<file path="src/rtl/hazard_stall_if.sv">
// Bundle between the pipeline control block and the datapath it steers.
// Signalling contract: there is no valid/ready handshake here. Every input
// is a level that is sampled on each posedge clk. Every enable/clear output
// is a level that is valid within the same cycle. The statistics counters
// and dbg_state are registered.
interface hazard_stall_if #(
  parameter int CNT_W = 32
);
  logic             run;
  logic             idex_mem_read;
  logic [4:0]       idex_rt;
  logic [4:0]       ifid_rs;
  logic [4:0]       ifid_rt;
  logic             ifid_uses_rs;
  logic             ifid_uses_rt;
  logic             jump;
  logic             branch_taken;
  logic             halt_req;

  logic             pc_en;
  logic             ifid_en;
  logic             ifid_clear;
  logic             idex_en;
  logic             idex_clear;
  logic             exmem_en;
  logic             memwb_en;
  logic             halted;
  logic [CNT_W-1:0] cycle_cnt;
  logic [CNT_W-1:0] stall_cnt;
  logic [CNT_W-1:0] flush_cnt;
  logic [1:0]       dbg_state;

  // Datapath side: supplies decode/hazard information and consumes controls.
  modport master (
    output run, idex_mem_read, idex_rt, ifid_rs, ifid_rt, ifid_uses_rs,
           ifid_uses_rt, jump, branch_taken, halt_req,
    input  pc_en, ifid_en, ifid_clear, idex_en, idex_clear, exmem_en,
           memwb_en, halted, cycle_cnt, stall_cnt, flush_cnt, dbg_state
  );

  // Controller side.
  modport slave (
    input  run, idex_mem_read, idex_rt, ifid_rs, ifid_rt, ifid_uses_rs,
           ifid_uses_rt, jump, branch_taken, halt_req,
    output pc_en, ifid_en, ifid_clear, idex_en, idex_clear, exmem_en,
           memwb_en, halted, cycle_cnt, stall_cnt, flush_cnt, dbg_state
  );
endinterface

</file>
<file path="src/rtl/hazard_stall_ctrl.sv">
// Pipeline control for the 5-stage MIPS datapath.
// - Load-use hazards stall the PC and IF/ID and insert a bubble into ID/EX.
// - A taken branch or a jump flushes the wrong-path instructions.
// - A halt request drains the older instructions and then freezes the pipeline.
// - Cycle, stall and flush statistics are kept for the board display.
module hazard_stall_ctrl #(
  parameter int DRAIN_CYCLES = 3,
  parameter int CNT_W        = 32
) (
  input logic           clk,
  input logic           clear,
  hazard_stall_if.slave bus
);

  localparam int DW = (DRAIN_CYCLES > 1) ? $clog2(DRAIN_CYCLES) : 1;

  typedef enum logic [1:0] {
    S_RUN    = 2'd0,
    S_DRAIN  = 2'd1,
    S_HALTED = 2'd2
  } state_t;

  state_t           state, state_nxt;
  logic [DW-1:0]    drain, drain_nxt;
  logic [CNT_W-1:0] cycle_q, stall_q, flush_q;
  logic             cyc_inc, stall_inc, flush_inc;
  logic             lu;

  assign lu = bus.idex_mem_read && (bus.idex_rt != 5'd0) &&
              ((bus.ifid_uses_rs && (bus.ifid_rs == bus.idex_rt)) ||
               (bus.ifid_uses_rt && (bus.ifid_rt == bus.idex_rt)));

  assign bus.cycle_cnt = cycle_q;
  assign bus.stall_cnt = stall_q;
  assign bus.flush_cnt = flush_q;
  assign bus.dbg_state = state;

  // State, drain counter and statistics registers with synchronous reset.
  always_ff @(posedge clk) begin
    if (clear) begin
      state   <= S_RUN;
      drain   <= '0;
      cycle_q <= '0;
      stall_q <= '0;
      flush_q <= '0;
    end else begin
      state <= state_nxt;
      drain <= drain_nxt;
      if (cyc_inc)   cycle_q <= cycle_q + CNT_W'(1);
      if (stall_inc) stall_q <= stall_q + CNT_W'(1);
      if (flush_inc) flush_q <= flush_q + CNT_W'(1);
    end
  end

  // Next-state and the per-cycle enable/clear controls.
  always_comb begin
    state_nxt      = state;
    drain_nxt      = drain;
    cyc_inc        = 1'b0;
    stall_inc      = 1'b0;
    flush_inc      = 1'b0;
    bus.pc_en      = 1'b0;
    bus.ifid_en    = 1'b0;
    bus.ifid_clear = 1'b0;
    bus.idex_en    = 1'b0;
    bus.idex_clear = 1'b0;
    bus.exmem_en   = 1'b0;
    bus.memwb_en   = 1'b0;
    bus.halted     = (state == S_HALTED);

    if (clear) begin
      // Flush both front registers while in reset. The registers above
      // perform the actual state reset.
      bus.ifid_clear = 1'b1;
      bus.idex_clear = 1'b1;
      bus.halted     = 1'b0;
    end else if (bus.run) begin
      case (state)
        S_RUN: begin
          cyc_inc      = 1'b1;
          bus.pc_en    = 1'b1;
          bus.ifid_en  = 1'b1;
          bus.idex_en  = 1'b1;
          bus.exmem_en = 1'b1;
          bus.memwb_en = 1'b1;
          if (bus.halt_req) begin
            // Stop fetching and squash the younger instructions. The older
            // instructions in EX/MEM/WB keep flowing out.
            bus.pc_en      = 1'b0;
            bus.ifid_clear = 1'b1;
            bus.idex_clear = 1'b1;
            drain_nxt      = DW'(DRAIN_CYCLES - 1);
            state_nxt      = S_DRAIN;
          end else if (bus.branch_taken) begin
            bus.ifid_clear = 1'b1;
            bus.idex_clear = 1'b1;
            flush_inc      = 1'b1;
          end else if (lu) begin
            // Hold the PC and IF/ID, and inject a bubble behind the load.
            // A jump waiting in ID is retried next cycle.
            bus.pc_en      = 1'b0;
            bus.ifid_en    = 1'b0;
            bus.idex_clear = 1'b1;
            stall_inc      = 1'b1;
          end else if (bus.jump) begin
            bus.ifid_clear = 1'b1;
            flush_inc      = 1'b1;
          end
        end
        S_DRAIN: begin
          cyc_inc        = 1'b1;
          bus.ifid_en    = 1'b1;
          bus.idex_en    = 1'b1;
          bus.ifid_clear = 1'b1;
          bus.idex_clear = 1'b1;
          bus.exmem_en   = 1'b1;
          bus.memwb_en   = 1'b1;
          if (drain == '0) begin
            state_nxt = S_HALTED;
          end else begin
            drain_nxt = drain - DW'(1);
          end
        end
        default: begin
          // Frozen. Only clear leaves this state.
          state_nxt = S_HALTED;
        end
      endcase
    end
  end

endmodule
</file>
<file path="src/flat_wrapper.sv">
// flat-port wrapper written by rule: the top's interface ports become plain ports
module hazard_stall_ctrl_flat 
#(
  parameter int DRAIN_CYCLES = 3,
  parameter int CNT_W        = 32
)
  (clk, clear, bus_run, bus_idex_mem_read, bus_idex_rt, bus_ifid_rs, bus_ifid_rt, bus_ifid_uses_rs, bus_ifid_uses_rt, bus_jump, bus_branch_taken, bus_halt_req, bus_pc_en, bus_ifid_en, bus_ifid_clear, bus_idex_en, bus_idex_clear, bus_exmem_en, bus_memwb_en, bus_halted, bus_cycle_cnt, bus_stall_cnt, bus_flush_cnt, bus_dbg_state);
  hazard_stall_if #(.CNT_W(CNT_W)) bus_i ();
  input logic clk;
  input logic clear;
  input wire logic [$bits(bus_i.run)-1:0] bus_run;
  input wire logic [$bits(bus_i.idex_mem_read)-1:0] bus_idex_mem_read;
  input wire logic [$bits(bus_i.idex_rt)-1:0] bus_idex_rt;
  input wire logic [$bits(bus_i.ifid_rs)-1:0] bus_ifid_rs;
  input wire logic [$bits(bus_i.ifid_rt)-1:0] bus_ifid_rt;
  input wire logic [$bits(bus_i.ifid_uses_rs)-1:0] bus_ifid_uses_rs;
  input wire logic [$bits(bus_i.ifid_uses_rt)-1:0] bus_ifid_uses_rt;
  input wire logic [$bits(bus_i.jump)-1:0] bus_jump;
  input wire logic [$bits(bus_i.branch_taken)-1:0] bus_branch_taken;
  input wire logic [$bits(bus_i.halt_req)-1:0] bus_halt_req;
  output wire logic [$bits(bus_i.pc_en)-1:0] bus_pc_en;
  output wire logic [$bits(bus_i.ifid_en)-1:0] bus_ifid_en;
  output wire logic [$bits(bus_i.ifid_clear)-1:0] bus_ifid_clear;
  output wire logic [$bits(bus_i.idex_en)-1:0] bus_idex_en;
  output wire logic [$bits(bus_i.idex_clear)-1:0] bus_idex_clear;
  output wire logic [$bits(bus_i.exmem_en)-1:0] bus_exmem_en;
  output wire logic [$bits(bus_i.memwb_en)-1:0] bus_memwb_en;
  output wire logic [$bits(bus_i.halted)-1:0] bus_halted;
  output wire logic [$bits(bus_i.cycle_cnt)-1:0] bus_cycle_cnt;
  output wire logic [$bits(bus_i.stall_cnt)-1:0] bus_stall_cnt;
  output wire logic [$bits(bus_i.flush_cnt)-1:0] bus_flush_cnt;
  output wire logic [$bits(bus_i.dbg_state)-1:0] bus_dbg_state;
  assign bus_i.run = bus_run;
  assign bus_i.idex_mem_read = bus_idex_mem_read;
  assign bus_i.idex_rt = bus_idex_rt;
  assign bus_i.ifid_rs = bus_ifid_rs;
  assign bus_i.ifid_rt = bus_ifid_rt;
  assign bus_i.ifid_uses_rs = bus_ifid_uses_rs;
  assign bus_i.ifid_uses_rt = bus_ifid_uses_rt;
  assign bus_i.jump = bus_jump;
  assign bus_i.branch_taken = bus_branch_taken;
  assign bus_i.halt_req = bus_halt_req;
  assign bus_pc_en = bus_i.pc_en;
  assign bus_ifid_en = bus_i.ifid_en;
  assign bus_ifid_clear = bus_i.ifid_clear;
  assign bus_idex_en = bus_i.idex_en;
  assign bus_idex_clear = bus_i.idex_clear;
  assign bus_exmem_en = bus_i.exmem_en;
  assign bus_memwb_en = bus_i.memwb_en;
  assign bus_halted = bus_i.halted;
  assign bus_cycle_cnt = bus_i.cycle_cnt;
  assign bus_stall_cnt = bus_i.stall_cnt;
  assign bus_flush_cnt = bus_i.flush_cnt;
  assign bus_dbg_state = bus_i.dbg_state;
  hazard_stall_ctrl #(.DRAIN_CYCLES(DRAIN_CYCLES), .CNT_W(CNT_W)) u_core (.clk(clk), .clear(clear), .bus(bus_i));
endmodule
</file>
<file path="config.mk">
export PLATFORM = sky130hd
export DESIGN_NAME = hazard_stall_ctrl_flat
export DESIGN_NICKNAME = d
export VERILOG_FILES = /design/src/rtl/hazard_stall_if.sv /design/src/rtl/hazard_stall_ctrl.sv /design/src/flat_wrapper.sv
export SDC_FILE = /design/constraint.sdc
export NUM_CORES = 1
export LEC_CHECK = 0
export ABC_CLOCK_PERIOD_IN_PS = 6300
export CORE_MARGIN = 5
export CORE_UTILIZATION = 40
export DETAILED_ROUTE_END_ITERATION = 16
export GPL_TIMING_DRIVEN = 1
export PLACE_DENSITY_LB_ADDON = 0.2
export SYNTH_ARGS = -nofsm -noshare
export SYNTH_HDL_FRONTEND = slang
export SYNTH_SLANG_ARGS = --single-unit
</file>
<file path="constraint.sdc">
create_clock -name clk -period 6.3 [get_ports clk]
set_input_delay 1.575 -clock clk [delete_from_list [all_inputs] [get_ports clk]]
set_output_delay 1.575 -clock clk [all_outputs]
set_load 0.02 [all_outputs]
</file>
==> metrics.md <==
| Metric | Value |
|---|---|
| Pin slew with the least headroom to its limit | 1.003 ns |
| Floorplan die area | 0.01446 mm² |
| TritonCTS sink count | 100 |
| PnR worst setup slack | 0.5625 ns |
| Weighted congestion reported at the end of routability-driven placement | 0.7927 |
| Main synth FF type | sky130_fd_sc_hd__dfxtp_1 |
| Number of distinct standard cells referenced by the synthesized netlist | 49 |
| Number of synthesized flops with an enable pin | 0 |
| Total number of H-tree levels | 3 |
| Leakage power summed over all cells | 2.202 nW |
| Vias in the first global route | 4,466 |
| Area added between synthesis and finish | 33.94% |
| Power density over the cells | 186.4 mW/mm² |
| Overflow after GRT | 0 |
| Die W | 120.3 µm |
| Number of cell rows | 40 |
| Setup repair after global routing missed its margin | false |
| Effective utilization at floorplan | 40.65% |
| Critical path fanouts, max | 4 |
| First-pass iteration count of the detailed router | 4 |
| Antenna violations before repair | 0 |
| Startpoint-to-endpoint class of the critical path | in2out |
| Post-synthesis cell count | 587 |
| Area of the core | 0.01196 mm² |
| NumNets Final | 734 |
| Count of final max-slew check failures | 0 |
| Maximum buffer depth of the clock tree | 2 |
| Num CTS Buffers | 9 |
| Data arrival time of the critical path | 4.16 ns |
| I/O pin count | 130 |
| Vert. Die Dim | 120.3 µm |
| Most common cell in the synthesized netlist | sky130_fd_sc_hd__dfxtp_1 |
| Most common library cells after synthesis | 100 x sky130_fd_sc_hd__dfxtp_1, 67 x sky130_fd_sc_hd__nor2_1, 44 x sky130_fd_sc_hd__nand2_1 |
| Result of the run | completed |
| Total number of vias | 4,706 |
| Post-route clock period utilization | 91.07% |
| Routed WL | 13,230 µm |
| Detail Placement HPWL | 9488 µm |
| Post-cts gate resize count | 0 |
| Final-layout worst hold slack | 0.4891 ns |
| Number of buffers inserted for hold repair after clock tree synthesis | 0 |
| Post-synthesis sequential area ratio | 41.17% |
| Root Driver | sky130_fd_sc_hd__clkbuf_16 |
| Post-route setup TNS | 0 ns |
| Worst ir drop on vdd | 0.1205 mV |
| Worst slew margin relative to its limit | 33.10% |
| FF+latch count, synth | 100 |
| Clock edge transition at the registers on the reported setup and hold paths | 0.06 ns |
| Nature of the critical path endpoint | output port |
| Count of synthesis-stage warnings from yosys | 0 |
| Largest net degree at the start of global routing | 95 |
| Pre-CTS WS | 0.6247 ns |
| Via/cell ratio | 5.511 |
| Starting DRC count in detailed routing | 205 |
| Final critical delay including setup and external delays | 5.738 ns |
| Clock tree from TritonCTS | built |
| CP Launch Type | input port |
| Net count after synthesis | 615 |
| Proportion of register bits with asynchronous set or reset after synthesis | 0% |
| Mean post-synth cell area | 8.283 µm² |
| Remaining antenna violation count after routing | 0 |
| Post-synthesis instance area | 0.004862 mm² |
| Crit path max-delay cell type | sky130_fd_sc_hd__clkdlybuf4s50_1 |
| Hold Crit Class | reg2reg |
| Clock tree skew after final layout | 0.005913 ns |
| DRC Markers | 0 |
| Number of failing hold endpoints at the final stage | 0 |
| Count of final setup violators | 0 |
| Routed WL per cell | 15.49 µm |
| Number of I/O port buffers | 129 |
| Diode count | 0 |
| Leading cell types by total area after synthesis | sky130_fd_sc_hd__dfxtp_1 41%, sky130_fd_sc_hd__xor2_1 6.5%, sky130_fd_sc_hd__nor2_1 5.2% |
| Top Family by Delay on Critical Path | buffers and inverters |
| Share of the synthesized area in the top cell type | 41.17% |
| Required time of the worst setup path | 4.72 ns |
| Filler Cell Count | 1,105 |
| Yosys top cell by area | sky130_fd_sc_hd__dfxtp_1 |
| Maximum achievable frequency | 174.3 MHz |
| Clock latency at the later pin of the worst-skew pair | 0.34 ns |
| Share of cells above drive strength 1 | 3.253% |
| Number of maximum-capacitance violations | 0 |
| Overall Global Routing Usage | 18.19% |
| Slowest Stage Delay on Critical Path | 0.59 ns |
| Setup bufs post-CTS | 0 |
| Global-route wire length before repair | 21,800 µm |
| Cell-by-cell trace of the critical path | clkdlybuf4s50_1 > or4_1 > o21ai_0 > nor2_1 > o21ai_0 > nand2_1 > clkdlybuf4s50_1 |
| Buffer and inverter count on the worst path | 2 |
==> final cells by class <==
type | instances | area, µm² | area share (%)
repair buffers | 133 | 1316 | 20.21
clock buffers | 12 | 246.5 | 3.785
inverters | 15 | 56.30 | 0.8646
well taps | 147 | 183.9 | 2.824
flip-flops and latches | 100 | 2002 | 30.74
multi-input cells | 447 | 2708 | 41.58
==> worst paths after layout <==
check | from | endpoint | slack, ns | cells after the start
worst min register to register | u_core.bus.flush_cnt[31] | u_core.bus.flush_cnt[31] | 0.49 | 2
worst min-delay path | u_core.bus.flush_cnt[31] | u_core.bus.flush_cnt[31] | 0.49 | 2
worst max-delay path | bus_idex_rt[0] | bus_idex_clear | 0.56 | 7
worst max register to register | u_core.bus.dbg_state[1] | u_core.bus.stall_cnt[31] | 3.43 | 7
==> through the flow <==
stage / instance area [µm²] / instances / total power [mW] / utilization [%]
final: 6513 / 854 / 1.214 / 54.45
after global routing: 6513 / 854 / 1.260 / 54.45
after CTS: 6513 / 854 / 1.228 / 54.45
after detailed placement: 6266 / 842 / 0.7371 / 52.38
after global placement: 6266 / 842 / 0.7358 / 52.38
after floorplan: 4862 / 587 / 0.6979 / -
==> report_power, final <==
part / switching (mW) / internal [mW] / leakage [nW]
Clock: 0.221 / 0.270 / 0.120
Sequential: 0.00447 / 0.635 / 0.806
Combinational: 0.0476 / 0.0356 / 1.28
Total: 0.273 / 0.941 / 2.20
==> cells by family after synthesis <==
group / after synthesis / synth area share, %
buffers and inverters: 40 / 3.268
AOI/OAI and AO/OA: 97 / 11.97
DFF: 100 / 41.17
xor gates and xnor gates: 59 / 10.63
and+or+nand+nor: 279 / 30.21
adders and majority gates: 4 / 1.029
muxes: 8 / 1.724
==> layout by cell type, fill, tap and decap left out, drive strengths merged, types with 6 or more instances in the layout <==
cell type	synthesis	final
clkdlybuf4s50	0	128
dfxtp	100	100
nor2	67	67
nand2	44	44
a21oi	41	41
xor2	36	36
nand4	36	36
nand3	31	31
o21ai	25	25
or3	23	23
xnor2	23	23
and3	18	18
inv	15	15
or4	12	12
and2	12	12
clkbuf	17	12
o31ai	10	10
and4	8	8
nor3	7	7
nor4	6	6
==> sequential cells by signal, summed over array words and instances (netlist names) <==
name and cells:
u_core.bus.flush_cnt 32, u_core.bus.dbg_state 2, u_core.drain 2, u_core.bus.stall_cnt 32
u_core.bus.cycle_cnt 32
==> worst min-delay path, cell delays in order (launching register included) <==
cell	delay, ns
sky130_fd_sc_hd__dfxtp_1	0.32
sky130_fd_sc_hd__o21ai_0	0.07
sky130_fd_sc_hd__a21oi_1	0.06
==> per-layer routing <==
layer / vias up / global-route usage, % / wire [µm]
met1: 2228 / 22.79 / 6112
met2: 126 / 30.03 / 6051
met4: 0 / 6.657 / 252
met5: - / 0 / 0
met3: 16 / 4.958 / 815
li1: 2336 / - / -
(Power assumes the default switching activity.)
==> variant: new RTL, same flow settings <==
`DRAIN_CYCLES` is set to 3 in 2 places; all go to 6.
--- a/src/rtl/hazard_stall_ctrl.sv
+++ b/src/rtl/hazard_stall_ctrl.sv
@@ -5,5 +5,5 @@
 // - Cycle, stall and flush statistics are kept for the board display.
 module hazard_stall_ctrl #(
-  parameter int DRAIN_CYCLES = 3,
+  parameter int DRAIN_CYCLES = 6,
   parameter int CNT_W        = 32
 ) (
--- a/src/flat_wrapper.sv
+++ b/src/flat_wrapper.sv
@@ -2,5 +2,5 @@
 module hazard_stall_ctrl_flat 
 #(
-  parameter int DRAIN_CYCLES = 3,
+  parameter int DRAIN_CYCLES = 6,
   parameter int CNT_W        = 32
 )
Check against the original RTL: not equivalent (a bounded check fails within 10 cycles, from zero or initial values).
==> variant against the unedited design <==
  * Design area up 2.9%
  * Worst hold slack lost 0.0032 ns
  * Worst setup slack improved by 0.21 ns
  * Sequential cell count is 1 higher
  * Power increased by 7.2%
  * Die area grew 2.2%
  * First-iteration DRC count grew 37%
  * Count of clock-buffer cells in the layout is 3 lower
  * Area after synthesis up 2.4%
  * Wire length fell by 1.7%
  * Critical path depth unchanged
  * Clock skew rose by 0.0033 ns
==> variant: results (changes against the unedited design) <==
metric;value;unit;change
post-synthesis cell type count;54;;+10%
HPWL after DPL;9.58;mm;+1.0%
fillcell total;1171;;+6.0%
Clock Skews;0.00925;ns;+0.00334 ns
Critical R2R Capture;u_core.bus.stall_cnt[20];;
worst hold path stage count;1;;-1
Tot GR Track Use;0.174;;-0.00790
Cells after Synth;599;;+2.0%
Post-synth top cells;101 x dfxtp_1, 67 x nor2_1, 44 x nand2_1;;
share of layout cells above drive strength 1;0.0525;;+0.0200
outcome;complete, no violations;;
Placer Congestion;0.794;;+0.15%
leakage power;2.15;nW;-2.4%
GR Util met3;0.0455;;-0.00408
GRT met2 Usage;0.286;;-0.0143
largest net degree at the start of global routing;69;;-27%
R2R cell count;6;;-1
vias in the first global route;4494;;+0.63%
sequential area share after synthesis;0.406;;-0.00581
nets@finish;748;;+1.9%
min-delay src;u_core.bus.stall_cnt[2];;
Wirelength per Cell;14.6;um;-5.9%
critical path peak fanout;11;;+7
DR vias;4781;;+1.6%
Critical R2R Launch;u_core.bus.dbg_state[0];;
variant: layout make-up:
cell class | count | area, sq um | area share
clock inverter | 7 | 75.1 | 0.0112
tap | 168 | 210 | 0.0314
multi-input combinational | 461 | 2800 | 0.418
sequential | 101 | 2020 | 0.302
inverter | 13 | 48.8 | 0.00728
timing repair buffer | 133 | 1320 | 0.197
clock buffer | 9 | 225 | 0.0336
variant: worst max path at each step:
| stage | cells after the start | slack, ns | endpoint |
|---|---|---|---|
| 2_1_floorplan | 4 | 1.77 | bus_pc_en |
| 3_3_place_gp | 6 | 0.80 | bus_pc_en |
| 3_5_place_dp | 7 | 0.77 | bus_idex_clear |
| 4_1_cts | 7 | 0.77 | bus_idex_clear |
| 5_1_grt | 7 | 0.65 | bus_idex_clear |
| 6_report | 7 | 0.77 | bus_idex_clear |
variant: through the flow:
stage	worst slack (ns)	hold slack, ns
floorplan	1.77	0.465
global placement	0.797	0.461
detailed placement	0.769	0.472
CTS	0.766	0.488
global route	0.650	0.514
finish	0.771	0.486
variant: logic make-up (layout without fill, tap and decap cells):
logic type	Yosys count	after routing	share of synthesized area
and+or+nand+nor	285	285	0.304
xor gates and xnor gates	54	54	0.0950
buffers and inverters	37	162	0.0314
adders and majority gates	5	5	0.0126
muxes	9	9	0.0193
AOI/OAI and AO/OA	108	108	0.132
DFF	101	101	0.406
variant: worst register-to-register path, stage by stage, from the launching register on:
cell and delay, ns:
dfxtp_1 0.42, nor3_1 0.57, and3_1 0.30, and2_1 0.19, nand4_1 0.41, or4_1 0.62, a21oi_1 0.14
variant: power by group:
group / switching (mW) / internal, mW / leakage (nW) / total (mW)
Combinational: 0.0527 / 0.0423 / 1.20 / 0.0950
Sequential: 0.00598 / 0.643 / 0.814 / 0.649
Clock: 0.249 / 0.309 / 0.138 / 0.558
variant: per-layer routing:
metal / wire, um / vias up / share of wire
li1: - / 2421 / -
met1: 6090 / 2230 / 0.47
met2: 5950 / 114 / 0.46
met3: 789 / 16 / 0.061
met4: 180 / 0 / 0.014
met5: 0 / - / 0
